### config.mk
export PLATFORM = sky130hd
export DESIGN_NAME = cl_pixel_stream_fmt
export DESIGN_NICKNAME = d
export VERILOG_FILES = /design/src/rtl/cl_pixel_stream_fmt.sv
export SDC_FILE = /design/constraint.sdc
export NUM_CORES = 1
export LEC_CHECK = 0
export CAP_MARGIN = 20
export CORE_MARGIN = 2
export CORE_UTILIZATION = 50
export DETAILED_ROUTE_END_ITERATION = 16
export GPL_ROUTABILITY_DRIVEN = 0
export PLACE_DENSITY = 0.75
export SLEW_MARGIN = 30
export SYNTH_ARGS = -nofsm -noshare
export SYNTH_HDL_FRONTEND = slang
export SYNTH_SLANG_ARGS = --single-unit
### constraint.sdc
create_clock -name sys_clk -period 10.45 [get_ports sys_clk]
set_clock_uncertainty 0.1 [all_clocks]
set_input_delay 2.09 -clock sys_clk [delete_from_list [all_inputs] [get_ports sys_clk]]
set_output_delay 2.09 -clock sys_clk [all_outputs]
set_load 0.02 [all_outputs]
### src/rtl/cl_pixel_stream_fmt.sv
`default_nettype none
// ============================================================================
// Module : cl_pixel_stream_fmt
// Brief  : CameraLink tap/LVAL/FVAL/DVAL formatter to AXI4-Stream with a
//          one-beat hold stage, FWFT output FIFO and frame statistics.
// Rev    : 1.0  initial release
// ============================================================================
module cl_pixel_stream_fmt #(
    parameter int NUM_TAPS   = 3,
    parameter int TAP_W      = 8,
    parameter int CNT_W      = 16,
    parameter int FIFO_DEPTH = 16,
    parameter int USE_DVAL   = 1
) (
    input  logic                          sys_clk,
    input  logic                          ap_rst_n,
    input  logic                          en,
    input  logic                          cfg_line_scan,
    input  logic [CNT_W-1:0]              cfg_lines_per_frame,
    input  logic                          clr_status,
    input  logic                          s_valid,
    input  logic [3:0]                    s_lfds,
    input  logic [NUM_TAPS*TAP_W-1:0]     s_data,
    output logic [NUM_TAPS*TAP_W-1:0]     m_tdata,
    output logic                          m_tvalid,
    input  logic                          m_tready,
    output logic                          m_tuser,
    output logic                          m_tlast,
    output logic [CNT_W-1:0]              pix_cnt,
    output logic [CNT_W-1:0]              line_cnt,
    output logic [CNT_W-1:0]              last_width,
    output logic [CNT_W-1:0]              last_height,
    output logic [15:0]                   frame_cnt,
    output logic                          ovf,
    output logic [$clog2(FIFO_DEPTH):0]   fifo_level
);

    localparam int         c_DATA_W   = NUM_TAPS * TAP_W;
    localparam int         c_AW       = $clog2(FIFO_DEPTH);
    localparam logic       c_USE_DVAL = (USE_DVAL != 0);
    localparam logic [1:0] c_ST_SYNC  = 2'd0;
    localparam logic [1:0] c_ST_IDLE  = 2'd1;
    localparam logic [1:0] c_ST_FRAME = 2'd2;

    function automatic logic [CNT_W-1:0] f_sat_inc(input logic [CNT_W-1:0] v);
        return (&v) ? v : v + 1'b1;
    endfunction

    logic [1:0]          r_state, w_state_nxt;
    logic                r_hold_vld, w_hold_vld_nxt;
    logic                r_hold_user, w_hold_user_nxt;
    logic [c_DATA_W-1:0] r_hold_data, w_hold_data_nxt;
    logic                r_sof_pend, w_sof_nxt;
    logic [CNT_W-1:0]    r_pix_cnt, w_pix_nxt;
    logic [CNT_W-1:0]    r_line_cnt, w_line_nxt;
    logic [CNT_W-1:0]    r_last_width, w_width_nxt;
    logic [CNT_W-1:0]    r_last_height, w_height_nxt;
    logic [15:0]         r_frame_cnt, w_frames_nxt;
    logic                r_ovf, w_ovf_nxt;

    logic [c_DATA_W+1:0] r_mem [FIFO_DEPTH];
    logic [c_AW-1:0]     r_wr_ptr, r_rd_ptr;
    logic [c_AW:0]       r_level;

    logic w_lval, w_fval, w_dval, w_unused;
    logic w_q, w_in_frame, w_beat, w_line_end, w_area_eof, w_line_eof;
    logic w_push, w_pop, w_full, w_drop, w_wr;
    logic [CNT_W-1:0] w_lpf, w_line_inc;

    assign w_lval   = s_lfds[3];
    assign w_fval   = s_lfds[2];
    assign w_dval   = s_lfds[1];
    assign w_unused = s_lfds[0];

    assign w_q        = s_valid & w_lval & (w_fval | cfg_line_scan) & (w_dval | ~c_USE_DVAL);
    assign w_in_frame = en & (r_state == c_ST_FRAME);
    assign w_lpf      = (cfg_lines_per_frame == '0) ? CNT_W'(1) : cfg_lines_per_frame;
    assign w_line_inc = f_sat_inc(r_line_cnt);

    // The hold stage being occupied is exactly "a line is open".
    assign w_beat     = w_in_frame & w_q;
    assign w_area_eof = w_in_frame & ~cfg_line_scan & s_valid & ~w_fval;
    assign w_line_end = w_in_frame & s_valid & r_hold_vld & (~w_lval | (~w_fval & ~cfg_line_scan));
    assign w_line_eof = w_line_end & cfg_line_scan & (w_line_inc == w_lpf);

    assign w_push = (w_beat | w_line_end) & r_hold_vld;
    assign w_pop  = (r_level != '0) & m_tready;
    assign w_full = (r_level == (c_AW+1)'(FIFO_DEPTH));
    assign w_drop = w_push & w_full & ~w_pop;
    assign w_wr   = w_push & ~w_drop;

    always_ff @(posedge sys_clk or negedge ap_rst_n) begin
        if (!ap_rst_n) r_state <= c_ST_SYNC;
        else           r_state <= w_state_nxt;
    end

    always_comb begin
        w_state_nxt = r_state;
        case (r_state)
            c_ST_SYNC:  if (s_valid && (cfg_line_scan ? !w_lval : !w_fval)) w_state_nxt = c_ST_IDLE;
            c_ST_IDLE:  if (cfg_line_scan || (s_valid && w_fval)) w_state_nxt = c_ST_FRAME;
            c_ST_FRAME: if (w_area_eof) w_state_nxt = c_ST_IDLE;
            default:    w_state_nxt = c_ST_SYNC;
        endcase
        if (!en || w_drop) w_state_nxt = c_ST_SYNC;
    end

    always_comb begin
        w_hold_vld_nxt  = r_hold_vld;
        w_hold_user_nxt = r_hold_user;
        w_hold_data_nxt = r_hold_data;
        w_sof_nxt       = r_sof_pend;
        w_pix_nxt       = r_pix_cnt;
        w_line_nxt      = r_line_cnt;
        w_width_nxt     = r_last_width;
        w_height_nxt    = r_last_height;
        w_frames_nxt    = r_frame_cnt;
        w_ovf_nxt       = clr_status ? 1'b0 : r_ovf;
        if (!en || w_drop) begin
            // Abandoned line: nothing partial survives, output resumes at a clean frame.
            w_hold_vld_nxt = 1'b0;
            w_pix_nxt      = '0;
            if (w_drop) w_ovf_nxt = 1'b1;
        end else begin
            if (r_state != c_ST_FRAME && w_state_nxt == c_ST_FRAME) w_sof_nxt = 1'b1;
            if (w_beat) begin
                w_hold_vld_nxt  = 1'b1;
                w_hold_data_nxt = s_data;
                w_hold_user_nxt = r_sof_pend;
                w_sof_nxt       = 1'b0;
                w_pix_nxt       = f_sat_inc(r_pix_cnt);
                if (r_sof_pend) w_line_nxt = '0;
            end else if (w_line_end) begin
                w_hold_vld_nxt = 1'b0;
                w_width_nxt    = r_pix_cnt;
                w_pix_nxt      = '0;
                w_line_nxt     = w_line_inc;
                if (w_line_eof) begin
                    w_height_nxt = w_line_inc;
                    w_frames_nxt = r_frame_cnt + 16'd1;
                    w_sof_nxt    = 1'b1;
                end
            end
            if (w_area_eof) begin
                w_height_nxt = w_line_end ? w_line_inc : r_line_cnt;
                w_frames_nxt = r_frame_cnt + 16'd1;
            end
        end
    end

    always_ff @(posedge sys_clk or negedge ap_rst_n) begin
        if (!ap_rst_n) begin
            r_hold_vld    <= 1'b0;
            r_hold_user   <= 1'b0;
            r_hold_data   <= '0;
            r_sof_pend    <= 1'b0;
            r_pix_cnt     <= '0;
            r_line_cnt    <= '0;
            r_last_width  <= '0;
            r_last_height <= '0;
            r_frame_cnt   <= '0;
            r_ovf         <= 1'b0;
        end else begin
            r_hold_vld    <= w_hold_vld_nxt;
            r_hold_user   <= w_hold_user_nxt;
            r_hold_data   <= w_hold_data_nxt;
            r_sof_pend    <= w_sof_nxt;
            r_pix_cnt     <= w_pix_nxt;
            r_line_cnt    <= w_line_nxt;
            r_last_width  <= w_width_nxt;
            r_last_height <= w_height_nxt;
            r_frame_cnt   <= w_frames_nxt;
            r_ovf         <= w_ovf_nxt;
        end
    end

    always_ff @(posedge sys_clk) begin
        if (w_wr) r_mem[r_wr_ptr] <= {r_hold_user, w_line_end, r_hold_data};
    end

    always_ff @(posedge sys_clk or negedge ap_rst_n) begin
        if (!ap_rst_n) begin
            r_wr_ptr <= '0;
            r_rd_ptr <= '0;
            r_level  <= '0;
        end else begin
            if (w_wr)  r_wr_ptr <= r_wr_ptr + 1'b1;
            if (w_pop) r_rd_ptr <= r_rd_ptr + 1'b1;
            case ({w_wr, w_pop})
                2'b10:   r_level <= r_level + 1'b1;
                2'b01:   r_level <= r_level - 1'b1;
                default: r_level <= r_level;
            endcase
        end
    end

    assign m_tvalid    = (r_level != '0);
    assign m_tdata     = m_tvalid ? r_mem[r_rd_ptr][c_DATA_W-1:0] : '0;
    assign m_tlast     = m_tvalid & r_mem[r_rd_ptr][c_DATA_W];
    assign m_tuser     = m_tvalid & r_mem[r_rd_ptr][c_DATA_W+1];
    assign pix_cnt     = r_pix_cnt;
    assign line_cnt    = r_line_cnt;
    assign last_width  = r_last_width;
    assign last_height = r_last_height;
    assign frame_cnt   = r_frame_cnt;
    assign ovf         = r_ovf;
    assign fifo_level  = r_level;

endmodule
`default_nettype wire

==> results.py, run 1 <==
metrics = {
    "power_and_ir_drop": {
        "comb_power_share_pct": 24.2,
        "seq_power_share_pct": 42.9,
        "vdd_drop_max_uv": 160,
        "p_leak_nw": 9.36,
        "p_int_mw": 4.33,
        "netSwitchingFraction_pct": 26.8,
        "fin_total_pwr_mw": 5.92,
        "p_clk_share_pct": 33.0,
        "power_density_mw_per_mm2": 223,
        "p_switching_mw": 1.59,
    },
    "synth": {
        "synth-warning-count": 0,
        "synth_top_cell_area_share_pct": 55.7,
        "ys_seq_area_share_pct": 69.4,
        "synthArstFlopShare_pct": 22.8,
        "netlist_top_cells_area": "edfxtp_1 (56%), dfrtp_1 (14%), mux4_2 (13%)",
        "synth_cells": 1296,
        "yosysUniqueCellTypes": 70,
        "synth_most_common_cell": "edfxtp_1",
        "ys_top_cells_by_count": "edfxtp_1 (416), mux4_2 (130), dfrtp_1 (123), nand2_1 (89), nor2_1 (54)",
        "syn_avg_cell_area_um2": 17.3,
        "syn-num-nets": 1359,
        "synth_edf_count": 416,
        "ys_seq_elements": 539,
        "ys.flop_type": "edfxtp_1",
        "synth_area_mm2": 0.0224,
        "yosysTopAreaCell": "edfxtp_1",
    },
    "critical_path": {
        "max_stage_delay_ns": 0.91,
        "worstSetupPathType": "flip-flop to primary output",
        "startpoint_type": "flip-flop",
        "cp_cell_sequence": "buf_4 -> mux4_2 -> mux4_2 -> and2_1 -> clkdlybuf4s50_1",
        "required_ns": 8.26,
        "cp_num_buf_inv": 2,
        "critical_path.top_delay_family": "buffers and inverters",
        "cp_slowest_cell": "dfrtp_4",
        "worst_setup_path_end_kind": "primary output",
        "critPathMostFrequentCell": "mux4_2",
        "path_max_fanout": 43,
        "worstPathArrival_ns": 4.21,
    },
    "layout": {
        "insertedDiodeCount": 0,
        "layout-drive-gt1-share_pct": 18.6,
        "multi_input_area_mm2": 0.00654,
        "area_growth_pct": 18.4,
        "instances_no_fill": 2111,
        "seq_area_mm2": 0.0156,
        "fillCellCount": 3143,
        "num-nets-final": 1538,
    },
    "die": {
        "die-area_mm2": 0.0466,
        "initial_utilization_pct": 50.7,
        "num_rows": 77,
        "coreArea_mm2": 0.0442,
        "die_y_um": 216,
        "io_pins": 164,
        "die_x_um": 216,
    },
    "timing": {
        "rsz0062_at_grt": "false",
        "finalCritPeriodShare_pct": 61.2,
        "period_needed_ns": 6.40,
        "fmax_mhz": 156,
        "hold_viol_final": 0,
        "tightest_slew_ns": 0.889,
        "finalSetupViolCount": 0,
        "final.setup.tns_ns": 0,
        "slew_headroom_pct": 40.7,
        "maxSlewViolCount": 0,
    },
    "detailed_routing": {
        "vias": 12600,
        "drc_errors": 0,
        "wl_um": 51500,
        "dr.pass1.iters": 7,
        "wl_per_cell_um": 24.4,
        "drt_iter0_drc": 1399,
        "via_per_inst": 5.95,
        "drtAntennaViolNets": 0,
    },
    "clocking": {
        "cts.repair.resized": 0,
        "postCtsSetupBuffers": 0,
        "ctsHtreeMaxLevel": 2,
        "clk_pin_slew_worst_paths_ns": 0.06,
        "hold_buffers": 0,
        "cts_root_buf": "clkbuf_16",
        "cts_buffer_depth": 3,
        "clock_latency_ns": 0.60,
        "cts_tree": "built",
        "cts_buffers": 54,
        "cts.sinks": 539,
    },
    "grt": {
        "grt_first_pass_wirelength_um": 78900,
        "antenna_found_initial": 0,
        "grt_max_degree": 80,
        "grt_overflow_total": 0,
        "grt_usage_pct": 22.5,
        "grt_pass1_vias": 13000,
    },
    "job": {
        "cap_violations": 0,
    },
    "place": {
        "io_buffers": 162,
        "dp_cells": 2010,
        "dp.final_hpwl_um": 29000,
    },
    "run_status": {
        "status": "finished, final reports clean",
    },
    "min_path": {
        "hold_path_class": "flip-flop to flip-flop",
    },
}
## area by class of cell
class / count / share of cell area [%]
Clock buffer: 69 / 5.46
Clock inverter: 31 / 1.30
Inverter: 20 / 0.283
Multi-Input combinational cell: 671 / 24.6
Sequential cell: 539 / 58.7
Tap cell: 592 / 2.79
Timing Repair Buffer: 189 / 6.89
## routing by layer
| layer | up-vias | global-route usage, % | part of all wire, % |
|---|---|---|---|
| li1 | 5452 | - | - |
| met5 | - | 0 | 0 |
| met4 | 0 | 7.20 | 2.6 |
| met2 | 534 | 38.2 | 51 |
| met3 | 91 | 4.13 | 7.2 |
| met1 | 6478 | 29.7 | 40 |
## logic make-up (layout without fill, tap and decap cells)
group                      count (synthesis)  in the layout  share of synthesized area (%)
muxes                                    183            183                           15.7
AOI/OAI and AO/OA                        119            119                           3.39
adders and majority gates                 12             12                          0.703
DFF                                      539            539                           69.4
buffers and inverters                     86            309                           1.60
and+or+nand+nor                          298            298                           6.92
xor gates and xnor gates                  59             59                           2.30
## worst min-delay path, stage by stage, from the launching register on
cell and delay (ns):
dfrtp_1 0.34, nand2_1 0.05, nand2_1 0.05
## final timing paths
| path | start | endpoint | slack, ns | cells past startpoint |
|---|---|---|---|---|
| setup / recovery | r_rd_ptr[0]$_DFFE_PN0P_ | m_tdata[4] | 4.05 | 5 |
| hold / removal | last_width[12]$_DFFE_PN0P_ | last_width[12]$_DFFE_PN0P_ | 0.37 | 2 |
| setup reg to reg | line_cnt[0]$_DFFE_PN0P_ | last_height[14]$_DFFE_PN0P_ | 6.24 | 9 |
| hold reg to reg | last_width[12]$_DFFE_PN0P_ | last_width[12]$_DFFE_PN0P_ | 0.37 | 2 |
| max in group asynchronous | ap_rst_n | pix_cnt[2]$_DFFE_PN0P_ | 7.61 | 2 |
| min in group asynchronous | ap_rst_n | frame_cnt[1]$_DFFE_PN0P_ | 1.46 | 1 |
## per-stage QoR
step                      utilization (%)  hold WS (ns)  setup WS, ns  instance area, um2
final                                60.0         0.373          4.05               26600
after global routing                 60.0         0.399          3.75               26600
after CTS                            60.0         0.378          3.89               26500
after detailed placement             56.0         0.362          4.44               24700
after global placement               55.9         0.364          4.46               24700
after floorplan                         -         0.393          5.49               22400
## cells in the final DEF, fill, tap and decap left out, types with 7 or more instances in the layout
master and count:
o21ai_1 7, clkdlybuf4s50_1 161, nor2_1 51, and4_1 7, o21ai_0 29, nand2_1 88, clkinv_1 12, clkinv_2 7
dfrtp_1 120, mux2_2 29, o211ai_1 7, inv_1 20, nor3_1 13, nand4_1 16, and2_1 45, clkbuf_16 55
and3_1 9, edfxtp_1 416, buf_4 26, xnor2_1 42, xor2_1 17, nand3_1 25, a21oi_1 28, mux4_2 130
a31oi_1 8, ha_1 11, clkbuf_1 12, mux2_1 18, bufinv_16 7
## power by group through the flow
stage               Sequential [mW]  Combinational (mW)  Clock, mW
finish                         2.54                1.43       1.95
global route                   2.56                1.52       2.07
CTS                            2.54                1.46       1.99
detailed placement             2.59                1.44          0
global placement               2.58                1.43          0
floorplan                      2.47                1.04          0
## registers in the layout (all words and copies together) (netlist names)
| name | flops |
|---|---|
| pix_cnt | 16 |
| last_width | 16 |
| r_state | 2 |
| r_sof_pend | 1 |
| ovf | 1 |
| r_hold_data | 24 |
| r_mem | 416 |
| r_rd_ptr | 4 |
| fifo_level | 5 |
| line_cnt | 16 |
| r_hold_vld | 1 |
| r_hold_user | 1 |
| last_height | 16 |
| r_wr_ptr | 4 |
| frame_cnt | 16 |
No activity file was read; power rests on OpenSTA's default activity.
==> inputs of run 2 (changes only) <==
PLACE_DENSITY = 0.77   (was 0.75)
clock period = 5.6 ns   (was 10.45 ns; I/O delays follow)
==> results.py, run 2 (synthesis gave the netlist of run 1 again) <==
metrics = {
    "power_and_ir_drop": {
        "vdd_drop_max_uv": 233,
        "p_leak_nw": 9.42,
        "power_density_mw_per_mm2": 416,
    },
    "place": {
        "dp_cells": 2015,
        "dp.final_hpwl_um": 29000,
        "io_buffers": 162,
        "post_dp_cell_area_mm2": 0.0248,
        "place_worst_setup_slack_ns": 1.02,
    },
    "timing": {
        "final.setup.tns_ns": 0,
        "setup_slack_ns": 0.982,
        "hold_viol_final": 0,
        "finalSetupViolCount": 0,
        "rsz0062_at_grt": "false",
        "maxSlewViolCount": 0,
        "slew_headroom_pct": 31.8,
        "fmax_mhz": 217,
        "period_needed_ns": 4.62,
        "tightest_slew_ns": 1.02,
        "finalCritPeriodShare_pct": 82.5,
    },
    "critical_path": {
        "r2r_setup_slack_ns": 1.44,
        "worstPathArrival_ns": 3.40,
        "worstSetupPathType": "flip-flop to primary output",
        "r2r_cells": 10,
        "startpoint_type": "flip-flop",
        "r2r_start": "line_cnt[0]$_DFFE_PN0P_",
        "worst_setup_path_end_kind": "primary output",
        "path_max_fanout": 40,
        "required_ns": 4.38,
        "worstReg2RegEnd": "last_height[12]$_DFFE_PN0P_",
    },
    "die": {
        "num_rows": 77,
        "die_x_um": 216,
        "die_y_um": 216,
        "initial_utilization_pct": 50.7,
        "io_pins": 164,
        "die-area_mm2": 0.0466,
        "coreArea_mm2": 0.0442,
    },
    "detailed_routing": {
        "vias": 12600,
        "wl_per_cell_um": 24.5,
        "drtAntennaViolNets": 0,
        "dr.pass1.iters": 5,
        "wl_um": 51900,
        "drt_iter0_drc": 1328,
        "via_per_inst": 5.97,
        "drc_errors": 0,
    },
    "layout": {
        "area_growth_pct": 18.8,
        "mostFrequentLayoutCells": "edfxtp_1 (416), clkdlybuf4s50_1 (161), mux4_2 (130)",
        "fin_area_mm2": 0.0267,
        "largest_register": "r_mem",
        "largestRegisters": "r_mem: 416 flops, r_hold_data: 24 flops",
        "largest_reg_flops": 416,
        "instances_no_fill": 2114,
        "layout-drive-gt1-share_pct": 19.3,
        "num-nets-final": 1540,
        "mostFrequentLayoutCell": "edfxtp_1",
    },
    "min_path": {
        "hold_start": "last_width[1]$_DFFE_PN0P_",
        "hold_end": "last_width[1]$_DFFE_PN0P_",
        "holdPathStages": 2,
        "hold_path_class": "flip-flop to flip-flop",
    },
    "clocking": {
        "cts.sinks": 539,
        "clock_latency_ns": 0.59,
        "cts_buffer_depth": 3,
        "postCtsSetupBuffers": 0,
        "cts_buffers": 52,
        "cts_root_buf": "clkbuf_16",
        "hold_buffers": 0,
        "cts_tree": "built",
        "cts.repair.resized": 0,
        "clk_pin_slew_worst_paths_ns": 0.06,
        "ctsHtreeMaxLevel": 2,
    },
    "grt": {
        "grt_overflow_total": 0,
        "antenna_found_initial": 1,
        "grt_usage_pct": 22.8,
        "grt_first_pass_wirelength_um": 79700,
        "grt_max_degree": 101,
        "grt_pass1_vias": 13000,
    },
    "run_status": {
        "status": "finished, final reports clean",
    },
    "job": {
        "cap_violations": 0,
    },
}
==> run 2: how the worst max path moves through the flow <==
stage,start,end,cells after the start
CTS,r_rd_ptr[0]$_DFFE_PN0P_,m_tdata[0],5
global placement,cfg_lines_per_frame[2],last_height[5]$_DFFE_PN0P_,10
global route,r_rd_ptr[0]$_DFFE_PN0P_,m_tdata[4],5
finish,r_rd_ptr[0]$_DFFE_PN0P_,m_tdata[4],5
floorplan,r_rd_ptr[0]$_DFFE_PN0P_,m_tdata[0],6
detailed placement,en,last_height[12]$_DFFE_PN0P_,10
==> run 2: critical path, cell delays in order (launching register included) <==
cell and delay [ns]:
dfrtp_4 0.61, buf_12 0.35, mux4_2 0.59, mux4_2 0.48
and2_1 0.20, clkdlybuf4s50_1 0.54
==> run 2: metrics by stage <==
stage,power (mW),hold WS [ns],utilization [%]
6_report,11.1,0.380,60.3
5_1_grt,11.5,0.393,60.3
4_1_cts,11.2,0.381,60.3
3_5_place_dp,7.54,0.366,56.2
3_3_place_gp,7.49,0.361,56.2
2_1_floorplan,6.55,0.393,-
==> run 2: power by group <==
part / internal (mW) / switching [mW]
Clock: 2.15 / 1.51
Sequential: 4.43 / 0.278
Combinational: 1.54 / 1.18
Total: 8.12 / 2.97
==> run 2: layer usage <==
layer | up-vias | GRT usage (%) | wire (um)
met5 | - | 0 | 0
met4 | 0 | 7.06 | 1280
met3 | 82 | 4.81 | 4080
met2 | 543 | 37.9 | 25800
met1 | 6519 | 30.5 | 20700
li1 | 5468 | - | -
==> run 2: layout make-up <==
type                       instances  area (um2)
clock buffer                      66        1440
multi-input combinational        671        6530
tap                              592         741
sequential                       539       15600
timing repair buffer             193        1920
clock inverter                    32         372
antenna                            1        2.50
fill                            3158       17600
inverter                          20        75.1
